File: config.mk
export PLATFORM = sky130hd
export DESIGN_NAME = sfr_read_port
export DESIGN_NICKNAME = d
export VERILOG_FILES = /design/src/rtl/sfr_read_port.sv
export SDC_FILE = /design/constraint.sdc
export NUM_CORES = 1
export LEC_CHECK = 0
export ABC_AREA = 1
export CAP_MARGIN = 10
export CORE_ASPECT_RATIO = 1.5
export CORE_MARGIN = 2
export CORE_UTILIZATION = 25
export DETAILED_ROUTE_END_ITERATION = 10
export PLACE_DENSITY = 0.61
export SKIP_LAST_GASP = 1
export SYNTH_ARGS = -nofsm -noshare
export SYNTH_HDL_FRONTEND = slang
export SYNTH_SLANG_ARGS = --single-unit
File: constraint.sdc
create_clock -name clock -period 1.8 [get_ports clock]
set_input_delay 0.18 -clock clock [delete_from_list [all_inputs] [get_ports clock]]
set_output_delay 0.18 -clock clock [all_outputs]
set_load 0.02 [all_outputs]
File: src/rtl/sfr_read_port.sv
// Two-cycle SFR read port: accept -> LATCH (select target byte) -> VALID (result registered).
// Optional same-cycle write forwarding into the captured value when SFR_RD_FWD_EN is defined.
module sfr_read_port (
  input  logic       clock,
  input  logic       reset,
  input  logic       rd_en,
  input  logic       rd_bit_en,
  input  logic [7:0] addr,
  input  logic       wr_en,
  input  logic       wr_bit_en,
  input  logic [7:0] data_in,
  input  logic       bit_in,
  input  logic [7:0] acc_data,
  input  logic [7:0] b_data,
  input  logic [7:0] psw_data,
  input  logic [7:0] sp_data,
  input  logic [7:0] dpl_data,
  input  logic [7:0] dph_data,
  input  logic [7:0] p0_data,
  input  logic [7:0] p1_data,
  input  logic [7:0] p2_data,
  input  logic [7:0] p3_data,
  output logic [7:0] data_out,
  output logic       bit_out,
  output logic       parity,
  output logic       rd_valid,
  output logic       busy
);

  localparam logic [7:0] AddrAcc = 8'hE0;
  localparam logic [7:0] AddrB   = 8'hF0;
  localparam logic [7:0] AddrPsw = 8'hD0;
  localparam logic [7:0] AddrSp  = 8'h81;
  localparam logic [7:0] AddrDpl = 8'h82;
  localparam logic [7:0] AddrDph = 8'h83;
  localparam logic [7:0] AddrP0  = 8'h80;
  localparam logic [7:0] AddrP1  = 8'h90;
  localparam logic [7:0] AddrP2  = 8'hA0;
  localparam logic [7:0] AddrP3  = 8'hB0;

  typedef enum logic [1:0] {StIdle, StLatch, StValid} state_t;

  state_t     state_q;
  logic [7:0] addr_q;
  logic       bit_q;
  logic [7:0] target;
  logic [2:0] idx;
  logic [7:0] sel;
  logic [7:0] cap;

  // Bit addresses map onto the byte whose low three address bits are zero.
  always_comb begin
    target = bit_q ? (addr_q & 8'hF8) : addr_q;
    idx    = addr_q[2:0];
  end

  always_comb begin
    sel = 8'h00;
    case (target)
      AddrAcc: sel = acc_data;
      AddrB:   sel = b_data;
      AddrPsw: sel = psw_data;
      AddrSp:  sel = sp_data;
      AddrDpl: sel = dpl_data;
      AddrDph: sel = dph_data;
      AddrP0:  sel = p0_data;
      AddrP1:  sel = p1_data;
      AddrP2:  sel = p2_data;
      AddrP3:  sel = p3_data;
      default: sel = 8'h00;
    endcase
  end

`ifdef SFR_RD_FWD_EN
  // A write landing on the target byte in LATCH wins over the stale SFR input.
  always_comb begin
    cap = sel;
    if (wr_en && !wr_bit_en && (addr == target)) begin
      cap = data_in;
    end else if (wr_en && wr_bit_en && ((addr & 8'hF8) == target)) begin
      cap[addr[2:0]] = bit_in;
    end
  end
`else
  logic unused_wr;
  assign unused_wr = ^{wr_en, wr_bit_en, data_in, bit_in};
  assign cap = sel;
`endif

  always_ff @(posedge clock or posedge reset) begin
    if (reset) begin
      state_q  <= StIdle;
      addr_q   <= 8'h00;
      bit_q    <= 1'b0;
      data_out <= 8'h00;
      bit_out  <= 1'b0;
      rd_valid <= 1'b0;
      busy     <= 1'b0;
    end else begin
      rd_valid <= 1'b0;
      case (state_q)
        StIdle, StValid: begin
          if (rd_en) begin
            addr_q  <= addr;
            bit_q   <= rd_bit_en;
            busy    <= 1'b1;
            state_q <= StLatch;
          end else begin
            busy    <= 1'b0;
            state_q <= StIdle;
          end
        end
        StLatch: begin
          data_out <= cap;
          bit_out  <= bit_q ? cap[idx] : 1'b0;
          rd_valid <= 1'b1;
          busy     <= 1'b0;
          state_q  <= StValid;
        end
        default: begin
          busy    <= 1'b0;
          state_q <= StIdle;
        end
      endcase
    end
  end

  assign parity = ^data_out;

endmodule
==> results by group, run 1 <==
Status
  • Status: completed

Setup path
  • Crit path buf inv count: 0
  • Largest delay share family, worst path: simple AND/OR/NAND/NOR gates
  • Crit start category: register
  • CP Data Required Time: 2.00 ns
  • Crit end category: register
  • Crit-path cells: nand2_2 > nand2_8 > nor2_4 > nand3_1 > nand3_1 > nor2_2 > nand2_1 > nand2_1 > nand3_1 > nand2_1 > nand2_1 > nand3_1 > nand2_1
  • Crit-path most repeated cell: nand2_1
  • R2R Setup Slk: 0.02 ns
  • Worst EP arrival: 1.98 ns
  • Crit Path Max Fanout: 12
  • CP max-delay cell: dfrtp_1
  • Critical path class: register to register
  • Delay of the slowest cell on the worst path: 0.43 ns

CTS
  • Clock buffer depth: 2
  • Number of CTS-inserted buffers: 3
  • Clk slew on worst S/H paths: 0.07 ns
  • CTS Hold Bufs: 0
  • CTS Sinks: 21
  • Clk_lat worst skew: 0.25 ns
  • Htree depth: 1
  • Clk root buf: clkbuf_8
  • TritonCTS clock tree: done

Timing
  • Final Max Tran Viols: 0
  • Fin crit share: 98.8%
  • Final hold viol count: 0
  • Final setup skew: 0.000698 ns
  • Slew @ Worst Pin: 0.416 ns
  • RSZ-0062 raised after global routing: true
  • Final setup vio count: 0
  • Setup total negative slack: 0 ns
  • Fmax: 0.562 GHz
  • Fin Hold WS: 0.247 ns
  • Slew Limit Headroom: 72.3%
  • Tmin final: 1.78 ns

Finish
  • Final cell count without fillers: 545
  • Reg area: 527 um2
  • Nets: 549
  • Layout cells sized above 1: 23.6%
  • Fillers: 727
  • Footprint of the multi-input gates: 1380 um2
  • Layout area overhead: 94.3%
  • ANT cells: 0
  • Fin area: 3560 um2

Yosys
  • Top cell type by total area after synthesis: dfrtp_1
  • Synth Warn #: 0
  • Mapped cell area: 1830 um2
  • Syn_nets: 398
  • Mapped Cells: 295
  • Avg Inst Size Synth: 6.21 um2
  • Post-synth cell types: 22
  • Synthesis-stage register bit count: 21
  • Seq/Total Area, Yosys: 28.7%
  • Top-area cell type share of the netlist area: 28.7%
  • Synth area leaders: dfrtp_1, nand3_1, nand2_1

Global routing
  • First-pass GRT wire length: 11,500 um
  • Vias in the first global route: 2,481
  • GRT Total Usage: 18.5%
  • Largest net degree at the start of global routing: 29
  • Initial antenna violation count: 0
  • Remaining Overflow, GRT: 0

Route
  • Vias per std cell: 4.70
  • Drt drc: 0
  • Routed Antenna Nets: 0
  • Iter 0 DRT Violations: 94
  • Via count: 2,560
  • Final wirelength: 8070 um
  • Number of detailed-route iterations in the first pass: 4
  • DR WL/cell: 14.8 um

Pwr
  • VDD IR max: 0.000345 V
  • Pwr dens: 599 nW/um2
  • Leak: 1.66 nW
  • Total power: 2.13 mW

Floorplan
  • Die area: 8040 um2
  • Core area: 7180 um2
  • Initial Util: 25.5%
  • # IOs: 115
  • Die height: 109 um
  • Row cnt: 38
  • Die W: 73.9 um

Placement
  • Placed cell count: 524
  • Placed Area: 3170 um2
  • IO buf count: 103
  • HPWL after DPL: 5760 um
  • Final Wtd Congestion: 0.802

Min path
  • Hold Path Class: primary input to asynchronous set/reset pin

Job
  • Max cap viols: 0
-- routing by layer --
metal	GRT usage, %	share of wire, %	wire length, um	vias to the layer above
met2	35.3	53	4270	89
met3	2.77	5.8	465	20
met4	8.31	3.7	301	0
met1	19.2	37	3030	1172
li1	-	-	-	1279
met5	0	0	0	-
-- cells in the final DEF, fill, tap and decap left out, drive strengths merged --
cell / count
clkdlybuf4s15: 1
clkbuf: 4
nand2: 88
clkinv: 1
clkdlybuf4s50: 102
inv: 21
nor2: 47
a21oi: 1
nand4: 1
nand3: 90
xor2: 1
xnor2: 6
a31oi: 3
o21ai: 10
nand3b: 2
dfrtp: 21
buf: 46
-- report_power, final --
| group | switching (mW) | total (mW) | internal, mW | leakage [nW] |
|---|---|---|---|---|
| sequential | 0.0595 | 0.596 | 0.536 | 0.265 |
| combinational | 0.619 | 1.24 | 0.616 | 1.38 |
| clock | 0.144 | 0.301 | 0.157 | 0.0228 |
-- repair_timing --
item	CTS	global route
gates resized for setup	15	39
buffers inserted	2	8
pin swaps	5	17
cloned	3	4
setup endpoints to repair	8	7
-- cell families after synthesis --
logic type                count (synthesis)  share of synthesized area (%)
buffers and inverters                    32                           9.43
xor gates and xnor gates                  7                           3.35
and+or+nand+nor                         221                           54.5
DFF                                      21                           28.7
AOI/OAI and AO/OA                        14                           4.03
-- state kept, by name, indices dropped and copies added, names as in the netlist --
register / count
rd_valid: 1
bit_q: 1
busy: 1
data_out: 8
state_q: 1
bit_out: 1
addr_q: 8
-- cell type report --
cell class                      count  share of cell area (%)
Clock buffer                        4                    1.27
Inverter                           22                    2.53
Multi-Input combinational cell    249                    38.7
Sequential cell                    21                    14.8
Tap cell                          100                    3.51
Timing Repair Buffer              149                    39.2
-- through the flow --
| stage | utilization (%) | setup slack (ns) |
|---|---|---|
| 2_1_floorplan | - | 0.225 |
| 3_3_place_gp | 44.1 | -0.117 |
| 3_5_place_dp | 44.1 | -0.180 |
| 4_1_cts | 46.1 | 0.00308 |
| 5_1_grt | 49.6 | -0.118 |
| 6_report | 49.6 | 0.0211 |
-- cell usage after synthesis --
library cell / number
nand3_1: 89
nand2_1: 83
nor2_1: 36
dfrtp_1: 21
inv_1: 16
o21ai_0: 10
buf_6: 6
xnor2_1: 6
inv_2: 5
nor2_2: 4
a31oi_1: 3
nand2_2: 3
buf_4: 2
clkbuf_1: 2
nand3b_1: 2
a21oi_1: 1
clkinv_1: 1
nand2_4: 1
nand3_2: 1
nand4_1: 1
nor2_8: 1
xor2_1: 1
-- path summary, 6_finish.rpt --
check | start | endpoint | cells past startpoint
max | addr_q[1] | bit_out | 13
min | reset | data_out[5] | 3
max reg2reg | addr_q[1] | bit_out | 13
min reg2reg | bit_out | bit_out | 2
max in group asynchronous | reset | addr_q[2] | 3
min in group clock | rd_en | state_q[0] | 3
-- worst register-to-register path, cell delays in order (launching register included) --
cell and delay (ns):
dfrtp_1 0.43, nand2_2 0.15, nand2_8 0.12, nor2_4 0.28, nand3_1 0.15, nand3_1 0.13, nor2_2 0.06, nand2_1 0.07
nand2_1 0.05, nand3_1 0.07, nand2_1 0.05, nand2_1 0.05, nand3_1 0.06, nand2_1 0.05
(Power assumes the default switching activity.)
==> inputs of run 2 (changes only) <==
==> constraint.sdc (replaced) <==
create_clock -name clock -period 1.87 [get_ports clock]
set_input_delay 0.187 -clock clock [delete_from_list [all_inputs] [get_ports clock]]
set_output_delay 0.187 -clock clock [all_outputs]
set_load 0.02 [all_outputs]
==> run 2 against run 1 <==
  * Global-route usage down 0.97 points
  * Critical path type unchanged
  * Clock skew about the same
  * Sequential power down 3%
  * Largest cell class is now multi-input combinational cells
  * Setup slack better by 0.051 ns
  * Final cell count down 2.8%
  * Sequential share of layout area up 0.24 points
  * Largest power group unchanged
  * Critical endpoint unchanged
==> results by group, run 2 (same netlist as run 1, synthesis figures left out) <==
Setup path
  • Crit Path Max Fanout: 8
  • CP max-delay cell: dfrtp_1
  • CP Data Required Time: 2.03 ns
  • R2r endpoint: bit_out
  • Crit end category: register
  • Crit start category: register
  • Critical path class: register to register
  • Worst EP arrival: 1.96 ns
  • Crit-path cells: clkinv_4 > nand2_4 > nand2_8 > nor2_4 > buf_6 > nand3_2 > nand2_1 > nor2_2 > nand3_2 > nand2_1 > nand3_1 > nand2_1 > nand2_1 > nand3_1 > nand2_1
  • CP Depth: 15
  • FF-to-FF path depth: 15
  • Worst reg2reg startpoint: bit_q
  • Crit path buf inv count: 2
  • R2R Setup Slk: 0.07 ns
  • Largest delay share family, worst path: simple AND/OR/NAND/NOR gates
  • Delay of the slowest cell on the worst path: 0.40 ns
  • Crit-path most repeated cell: nand2_1

Route
  • Number of detailed-route iterations in the first pass: 4
  • Met3 WL: 396 um
  • Final wirelength: 7780 um
  • DR WL/cell: 14.7 um
  • Iter 0 DRT Violations: 86
  • Top routing layer used: met4
  • Drt drc: 0
  • M1 WL: 2950 um
  • Vias per std cell: 4.72
  • Via count: 2,504
  • Met2 routed WL: 4200 um
  • Routed Antenna Nets: 0

Floorplan
  • Die area: 8040 um2
  • Die height: 109 um
  • Initial Util: 25.5%
  • Core area: 7180 um2
  • Die W: 73.9 um
  • Row cnt: 38
  • # IOs: 115

CTS
  • Number of CTS-inserted buffers: 3
  • Htree depth: 1
  • CTS Sinks: 21
  • TritonCTS clock tree: done
  • Clock buffer depth: 2
  • Clk_lat worst skew: 0.26 ns
  • Clk root buf: clkbuf_8
  • CTS Hold Bufs: 0
  • Clk slew on worst S/H paths: 0.08 ns

Timing
  • Fin crit share: 96.1%
  • Setup total negative slack: 0 ns
  • Fmax: 0.556 GHz
  • Final hold viol count: 0
  • Final setup skew: 0.000937 ns
  • Final WS setup: 0.0725 ns
  • Slew Limit Headroom: 72.5%
  • Slew @ Worst Pin: 0.410 ns
  • RSZ-0062 raised after global routing: true
  • Final Max Tran Viols: 0
  • Final setup vio count: 0
  • Tmin final: 1.80 ns

Job
  • Max cap viols: 0

Global routing
  • GRT Total Usage: 17.5%
  • Initial antenna violation count: 0
  • First-pass GRT wire length: 10,700 um
  • Remaining Overflow, GRT: 0
  • Vias in the first global route: 2,325
  • Largest net degree at the start of global routing: 29

Status
  • Status: completed

Placement
  • Pre-CTS WS: -0.100 ns
  • IO buf count: 103
  • Placed cell count: 510
  • Placed Area: 3060 um2
  • HPWL after DPL: 5500 um
  • Final Wtd Congestion: 0.808

Finish
  • Fin area: 3490 um2
  • ANT cells: 0
  • Most frequent cells in the layout: clkdlybuf4s50_1, nand2_1, nand3_1
  • Final cell count without fillers: 530
  • Biggest regs: addr_q: 8 flops, data_out: 8 flops
  • Layout cells sized above 1: 21.2%
  • Most common cell after layout, fill and taps aside: clkdlybuf4s50_1
  • Layout area overhead: 90.8%
  • Nets: 534

Pwr
  • VDD IR max: 0.000286 V
  • Pwr dens: 576 nW/um2
  • Leak: 1.61 nW
  • Total power: 2.01 mW

Min path
  • Hold Path Class: primary input to asynchronous set/reset pin
-- run 2: what timing repair did --
action                     in CTS  in global routing
setup endpoints to repair       2                  3
gates resized for setup         6                 54
gates cloned                    2                  4
setup buffers                   0                 12
pin swaps                       2                 35
-- run 2: per-layer routing --
layer	GRT usage (%)	vias up
li1	-	1249
met1	18.6	1135
met2	34.2	101
met3	2.22	19
met4	5.97	0
met5	0	-
-- run 2: worst max path at each step --
stage | from | end | slack (ns)
after floorplan | bit_q | bit_out | 0.30
after global placement | addr_q[3] | bit_out | -0.09
after detailed placement | bit_q | bit_out | -0.10
after CTS | bit_q | bit_out | 0.01
after global routing | bit_q | bit_out | -0.05
final | bit_q | bit_out | 0.07
-- run 2: stage by stage --
step	utilization [%]	hold WS [ns]
detailed placement	42.7	0.477
floorplan	-	0.164
global route	48.7	0.310
global placement	42.7	0.497
finish	48.7	0.250
CTS	43.9	0.257
-- run 2: where the power goes --
group | switching (mW) | internal [mW] | total [mW] | leakage [nW]
sequential | 0.0633 | 0.515 | 0.579 | 0.266
clock | 0.149 | 0.149 | 0.298 | 0.0255
combinational | 0.584 | 0.553 | 1.14 | 1.32
-- run 2: cell type report --
type                            instances  area [um2]
Fill cell                             724        3680
Multi-Input combinational cell        248        1410
Timing Repair Buffer                  135        1290
Sequential cell                        21         526
Tap cell                              100         125
Inverter                               22        92.6
Clock buffer                            3        41.3
Clock inverter                          1        5.00
-- run 2: worst min-delay path: stages --
cell	delay [ns]
clkdlybuf4s50_1	0.39
inv_1	0.05
buf_4	0.27
==> inputs of run 3 (changes only) <==
--- a/config.mk
+++ b/config.mk
@@ -8,7 +8,7 @@
 export ABC_AREA = 1
 export CAP_MARGIN = 10
 export CORE_ASPECT_RATIO = 1.5
-export CORE_MARGIN = 2
+export CORE_MARGIN = 1
 export CORE_UTILIZATION = 25
 export DETAILED_ROUTE_END_ITERATION = 10
 export PLACE_DENSITY = 0.61
==> constraint.sdc (replaced) <==
create_clock -name clock -period 2.3 [get_ports clock]
set_input_delay 0.23 -clock clock [delete_from_list [all_inputs] [get_ports clock]]
set_output_delay 0.23 -clock clock [all_outputs]
set_load 0.02 [all_outputs]
==> run 3 against run 2 <==
  * Die area shrank 4.5%
  * First-iteration DRC count grew 87%
  * Non-clock buffer count shrank 25
  * Combinational power shrank 38%
  * Sequential power shrank 19%
  * Via count shrank 10%
  * Sequential share of layout area grew 2.5 points
  * Setup slack gained 0.21 ns
  * Final cell count shrank 6.4%
  * Final area shrank 14%
  * Clock power shrank 20%
  * Largest power group unchanged
==> results by group, run 3 (same netlist as run 1, synthesis figures left out) <==
Status
  • Status: completed

Global routing
  • Remaining Overflow, GRT: 0
  • Met2 usage: 33.2%
  • GR Util met1: 20.2%
  • First-pass GRT wire length: 10,500 um
  • Largest net degree at the start of global routing: 30
  • Routing usage on met3: 2.35%
  • Initial antenna violation count: 0
  • Vias in the first global route: 2,184
  • GRT Total Usage: 17.7%
  • Global route hottest layer: met2

Timing
  • Final Max Tran Viols: 0
  • Slew Limit Headroom: 48.2%
  • Slew @ Worst Pin: 0.777 ns
  • Tmin final: 2.02 ns
  • Final setup vio count: 0
  • Final setup skew: 0.00272 ns
  • RSZ-0062 raised after global routing: false
  • Fmax: 0.495 GHz
  • Fin crit share: 87.9%
  • Setup total negative slack: 0 ns
  • Final hold viol count: 0

Setup path
  • Worst EP arrival: 1.79 ns
  • CP max-delay cell: clkdlybuf4s50_1
  • CP Data Required Time: 2.07 ns
  • Crit end category: output port
  • Delay of the slowest cell on the worst path: 0.62 ns
  • R2R Setup Slk: 0.35 ns
  • Critical path class: register to output port
  • Crit start category: register
  • Crit-path cells: xnor2_1 > xnor2_1 > xnor2_1 > clkdlybuf4s50_1
  • Largest delay share family, worst path: buffers and inverters
  • Crit-path most repeated cell: xnor2_1
  • Crit path buf inv count: 1
  • Crit Path Max Fanout: 3

Route
  • Vias per std cell: 4.52
  • DR WL/cell: 13.5 um
  • Via count: 2,244
  • Iter 0 DRT Violations: 161
  • Final wirelength: 6670 um
  • Number of detailed-route iterations in the first pass: 4
  • Drt drc: 0
  • Routed Antenna Nets: 0

Pwr
  • Pwr dens: 472 nW/um2
  • Sw frac: 36.5%
  • VDD IR max: 0.000272 V
  • Leak: 1.40 nW
  • Comb power frac: 50.2%
  • Clock power share: 16.8%
  • Reg power frac: 32.9%
  • Total power: 1.42 mW
  • P_sw: 517 uW
  • Pint: 899 uW

Floorplan
  • # IOs: 115
  • Core area: 6990 um2
  • Initial Util: 26.2%
  • Die area: 7680 um2
  • Die W: 71.9 um
  • Die height: 107 um
  • Row cnt: 37

Placement
  • Placed cell count: 492
  • Final Wtd Congestion: 0.826
  • IO buf count: 103
  • HPWL after DPL: 5370 um

CTS
  • Htree depth: 1
  • Number of CTS-inserted buffers: 3
  • CTS Sinks: 21
  • Clk root buf: clkbuf_8
  • Clk_lat worst skew: 0.26 ns
  • Post-cts sizing count: 0
  • Clock buffer depth: 2
  • TritonCTS clock tree: done
  • Post-CTS Setup Inserts: 0
  • CTS Hold Bufs: 0
  • Clk slew on worst S/H paths: 0.07 ns

Finish
  • Biggest regs: addr_q: 8 flops, data_out: 8 flops
  • Nets: 503
  • ANT cells: 0
  • Layout cells sized above 1: 6.27%
  • Most common cell after layout, fill and taps aside: clkdlybuf4s50_1
  • Layout area overhead: 64.0%
  • Final cell count without fillers: 496
  • Most frequent cells in the layout: clkdlybuf4s50_1, nand3_1, nand2_1

Job
  • Max cap viols: 0

Min path
  • Hold Path Class: primary input to asynchronous set/reset pin
==> run 3: layout make-up <==
class	count	area, um2
well taps	97	121
inverters	22	82.6
flip-flops and latches	21	526
fillers	761	3990
repair buffers	110	1100
clock buffers	4	45.0
multi-input cells	242	1130
==> run 3: final timing paths <==
check                           cells after the start         from     endpoint
worst max-delay path                                4  data_out[2]       parity
worst min-delay path                                2        reset  data_out[3]
worst max register to register                     13    addr_q[0]      bit_out
worst min register to register                      2      bit_out      bit_out
max in group asynchronous                           2        reset  data_out[6]
min in group clock                                  2      bit_out      bit_out
==> run 3: layer usage <==
metal	up-vias	share of wire, %
met5	-	0
met4	0	2.3
met3	8	5.0
met2	71	53
met1	989	40
li1	1176	-
==> run 3: power groups by stage <==
stage / Clock, mW / Sequential, mW / Combinational [mW]
3_3_place_gp: 0 / 0.473 / 0.708
6_report: 0.238 / 0.467 / 0.712
4_1_cts: 0.249 / 0.468 / 0.718
2_1_floorplan: 0 / 0.498 / 0.371
3_5_place_dp: 0 / 0.475 / 0.713
5_1_grt: 0.263 / 0.476 / 0.773
==> run 3: worst reg2reg max path, delay by kind of cell, from the launching register on <==
kind / cells / cell delay, ns
buffers and inverters: 1 / 0.14
and+or+nand+nor: 12 / 1.25
DFF: 1 / 0.48
==> run 3: per-stage QoR <==
stage | hold WS [ns] | util, % | area (um2) | setup slack (ns)
after CTS | 0.441 | 43.0 | 3000 | 0.246
after global routing | 0.474 | 43.0 | 3000 | 0.137
after floorplan | 0.207 | - | 1830 | 0.725
after global placement | 0.487 | 42.3 | 2960 | 0.384
after detailed placement | 0.498 | 42.3 | 2960 | 0.380
final | 0.413 | 43.0 | 3000 | 0.279
